==> src/rtl/demux1to4_stream.sv <==
// 1:4 stream demultiplexer: one registered slot per output channel, with saturating per-channel transfer counters.
// Define DEMUX_BROADCAST_EN to add in_bcast, which loads a word into all four slots at once.
module demux1to4_stream #(
  parameter int WIDTH = 4,
  parameter int CNT_W = 8
) (
  input  logic             clk,
  input  logic             rst,
  input  logic             in_valid,
  output logic             in_ready,
  input  logic [1:0]       in_sel,
  input  logic [WIDTH-1:0] in_data,
`ifdef DEMUX_BROADCAST_EN
  input  logic             in_bcast,
`endif
  output logic             out0_valid,
  output logic             out1_valid,
  output logic             out2_valid,
  output logic             out3_valid,
  input  logic             out0_ready,
  input  logic             out1_ready,
  input  logic             out2_ready,
  input  logic             out3_ready,
  output logic [WIDTH-1:0] out0_data,
  output logic [WIDTH-1:0] out1_data,
  output logic [WIDTH-1:0] out2_data,
  output logic [WIDTH-1:0] out3_data,
  output logic [CNT_W-1:0] cnt0,
  output logic [CNT_W-1:0] cnt1,
  output logic [CNT_W-1:0] cnt2,
  output logic [CNT_W-1:0] cnt3,
  input  logic             clr_cnt
);

  logic [3:0]       ready;
  logic [3:0]       open;
  logic [3:0]       acc;
  logic [3:0]       valid_q, valid_d;
  logic [WIDTH-1:0] data_q [4];
  logic [WIDTH-1:0] data_d [4];
  logic [CNT_W-1:0] cnt_q  [4];
  logic [CNT_W-1:0] cnt_d  [4];
  logic             bcast;
  logic             accept;

`ifdef DEMUX_BROADCAST_EN
  assign bcast = in_bcast;
`else
  assign bcast = 1'b0;
`endif

  assign ready = {out3_ready, out2_ready,
                  out1_ready, out0_ready};

  // A slot can take a word if empty or draining this cycle
  assign open = ~valid_q | ready;

  always_comb begin
    in_ready = open[in_sel];
    if (bcast) in_ready = &open;
  end

  assign accept = in_valid & in_ready;

  always_comb begin
    for (int n = 0; n < 4; n++) begin
      acc[n]     = accept &
                   (bcast | (in_sel == 2'(n)));
      valid_d[n] = acc[n] |
                   (valid_q[n] & ~ready[n]);
      data_d[n]  = acc[n] ? in_data : data_q[n];
      cnt_d[n]   = cnt_q[n];
      if (clr_cnt)
        cnt_d[n] = '0;
      else if (acc[n] && cnt_q[n] != '1)
        cnt_d[n] = cnt_q[n] + CNT_W'(1);
    end
  end

  always_ff @(posedge clk or posedge rst) begin
    if (rst) begin
      valid_q <= '0;
      for (int n = 0; n < 4; n++) begin
        data_q[n] <= '0;
        cnt_q[n]  <= '0;
      end
    end else begin
      valid_q <= valid_d;
      for (int n = 0; n < 4; n++) begin
        data_q[n] <= data_d[n];
        cnt_q[n]  <= cnt_d[n];
      end
    end
  end

  assign out0_valid = valid_q[0];
  assign out1_valid = valid_q[1];
  assign out2_valid = valid_q[2];
  assign out3_valid = valid_q[3];
  assign out0_data  = data_q[0];
  assign out1_data  = data_q[1];
  assign out2_data  = data_q[2];
  assign out3_data  = data_q[3];
  assign cnt0       = cnt_q[0];
  assign cnt1       = cnt_q[1];
  assign cnt2       = cnt_q[2];
  assign cnt3       = cnt_q[3];

endmodule

==> config.mk <==
export PLATFORM = sky130hd
export DESIGN_NAME = demux1to4_stream
export DESIGN_NICKNAME = d
export VERILOG_FILES = /design/src/rtl/demux1to4_stream.sv
export SDC_FILE = /design/constraint.sdc
export NUM_CORES = 1
export LEC_CHECK = 0
export CAP_MARGIN = 20
export CORE_MARGIN = 4
export CORE_UTILIZATION = 52
export DETAILED_ROUTE_END_ITERATION = 10
export PLACE_DENSITY = 0.93
export SYNTH_ARGS = -nofsm -noshare
export SYNTH_HDL_FRONTEND = slang
export SYNTH_SLANG_ARGS = --single-unit
==> constraint.sdc <==
create_clock -name clk -period 2.4 [get_ports clk]
set_input_delay 0.48 -clock clk [delete_from_list [all_inputs] [get_ports clk]]
set_output_delay 0.48 -clock clk [all_outputs]
set_load 0.02 [all_outputs]
==> qor.txt <==
outcome: completed
unrepaired setup endpoints after global routing: no
CTS tree: yes
hold_buf cts: 0
Syn. warnings: 0
sequential power share: 0.472
Gate Count Post-Synth: 262
arrival time worst endpoint: 1870 ps
Clock Sinks: 52
die span in x: 78.76 um
initial antenna violation count: 0
fin crit share: 0.9811
area of the multi-input gates: 0.001264 mm2
number of synthesized flops with an enable pin: 0
Clock Skews: 6.124 ps
slowest cell delay on critical path: 500 ps
largest net degree at the start of global routing: 34
Ports: 67
Reg area: 0.001301 mm2
Setup crit end kind: output pin
Clock power frac: 0.338
Crit-path slowest cell: mux4_2
fill count: 306
floorplan row count: 25
post-synthesis async set-or-reset flop share: 1.000
DR pass1 iterations: 5
Cell Pwr Density: 577.3 mW/mm2
Worst EP required: 1920 ps
P_int: 1.536 mW
RD Place Congestion: 0.8699
root buffer cell: clkbuf_8
Post-DRT Antenna Nets: 0
syn_area_per_cell: 9.938 um2
Synth Cell Area: 0.002604 mm2
per-cell routed wire length: 17.83 um
DR iter-0 viols: 231
crit-path leading delay family: buffers and inverters
placed cells: 405
Ant. Diodes: 0
gr ovfl total: 0
syn nets: 280
CTS Buf Count: 5
crit-path cells: clkdlybuf4s50_1 -> nand2b_1 -> mux4_2 -> clkdlybuf4s15_2
H-Tree Depth: 2
share of cells above drive strength 1: 0.1333
starting density of the core: 0.5441
synth unique cells: 42
Fmax: 424.7 MHz
Worst Hold Class: input port to asynchronous set/reset pin
area grow syn2layout: 37.63%
via count: 2,452
commonest non-fill, non-tap cell in the layout: clkdlybuf4s50_1
Slew Limit Headroom: 0.5849
Top FF cell, synth: dfrtp_1
Max Cap Violations: 0
Gate power share: 0.190
first-pass GRT wire length: 12,490 um
Max IR drop VDD: 517.4 uV
Layout Nets: 363
final WL: 7345 um
Die Span Y: 78.76 um
fin crit period: 2355 ps
Final Hold Viols: 0
crit path launch type: input port
static leakage: 1.512 nW
max-slew violations: 0
Switch Pwr: 532.6 uW
GRT Total Usage: 0.2552
clk buf depth: 2
die area: 0.006203 mm2
CP Max Fanout: 3
sequential fraction of the synthesis area: 0.4998
Sw Ratio: 0.2574
# setup viols final: 0
Least-Margin Pin Slew: 618.0 ps
fin util: 0.7488
vias in the first global route: 2,567
Clk pin slew, worst setup/hold paths: 90 ps
Via density: 5.951
detailed placement HPWL: 4943 um
# DRC: 0
critical path class: input port to output pin
critical path buffer and inverter count: 2
count of input and output buffers: 66
post-route insts no fill: 412
core area: 0.004786 mm2
commonest non-fill, non-tap cells in the layout: clkdlybuf4s50_1 (65), dfrtp_1 (52), nand2_1 (41)
Yosys reg bits: 52
worst skew pair latency: 300 ps
[synth_stat cells, types with 4 or more instances]
cell type  number  share of area
dfrtp_1        52           0.50
nand2_1        41          0.059
nor2_1         17          0.025
nand3_1        15          0.029
a21oi_1        14          0.027
mux2_2         11          0.048
o21ai_0        11          0.021
nor2b_1         8          0.019
nand4_1         7          0.017
nor3_1          7          0.013
mux2i_1         6          0.023
nor4_1          6          0.014
a211oi_1        5          0.014
and3_1          5          0.012
nand2b_1        5          0.012
or3_1           5          0.012
clkbuf_1        4         0.0058
ha_1            4          0.019
[final timing paths]
path | startpoint | to | slack [ps] | cells after the start
min | rst | cnt1[7] | 490 | 2
max | out0_ready | in_ready | 50 | 4
max reg2reg | valid_q[2] | cnt2[4] | 560 | 4
min in group clk | out1_data[2] | out1_data[2] | 490 | 2
min reg2reg | out1_data[2] | out1_data[2] | 490 | 2
max in group asynchronous | rst | out1_data[2] | 1390 | 3
[layer usage]
layer	GRT usage	up-vias	share of wire
li1	-	1122	-
met4	0.08392	0	0.018
met5	0	-	0
met2	0.4287	117	0.50
met1	0.3190	1197	0.41
met3	0.06916	16	0.077
[state kept, by name, indices dropped and copies added (netlist names)]
register and count:
cnt0 8, cnt1 8, cnt2 8, cnt3 8
out0_data 4, out1_data 4, out2_data 4, out3_data 4
valid_q 4
[cell type report]
| class | count | area share |
|---|---|---|
| flip-flops and latches | 52 | 0.3631 |
| multi-input cells | 201 | 0.3527 |
| repair buffers | 82 | 0.2217 |
| well taps | 67 | 0.02339 |
| clock buffers | 5 | 0.01920 |
| clock inverters | 2 | 0.01676 |
| inverters | 3 | 0.003142 |
[timing repair]
item	4_1_cts	5_1_grt
buffers inserted	0	0
endpoints found under the setup margin	1	0
gates resized for setup	5	0
[cells by family after synthesis]
logic type | after synthesis | synth area share
mux | 18 | 0.08073
flops | 52 | 0.4998
xor+xnor | 2 | 0.006729
compound gates | 44 | 0.1048
simple gates | 133 | 0.2725
fa+ha+maj | 4 | 0.01922
buf+inv | 9 | 0.01633
[per-stage QoR]
| step | cell area [um2] | power [mW] | hold WS, ps | setup WS (ps) | setup TNS [ps] |
|---|---|---|---|---|---|
| 2_1_floorplan | 2604 | 1.170 | 577.0 | 620.0 | 0 |
| 3_3_place_gp | 3450 | 1.370 | 467.2 | -241.2 | -241.2 |
| 3_5_place_dp | 3450 | 1.378 | 469.2 | -271.6 | -297.0 |
| 4_1_cts | 3583 | 2.080 | 496.4 | 22.00 | 0 |
| 5_1_grt | 3583 | 2.154 | 517.3 | 14.76 | 0 |
| 6_report | 3583 | 2.069 | 493.4 | 45.38 | 0 |
[power by group through the flow]
stage / Sequential (mW) / Clock (mW) / Combinational (mW)
CTS: 0.977 / 0.708 / 0.396
global placement: 0.991 / 0 / 0.379
floorplan: 1.06 / 0 / 0.107
global route: 0.987 / 0.748 / 0.420
detailed placement: 0.989 / 0 / 0.388
finish: 0.977 / 0.699 / 0.392
Note: power is estimated with default switching activity, not from simulation.
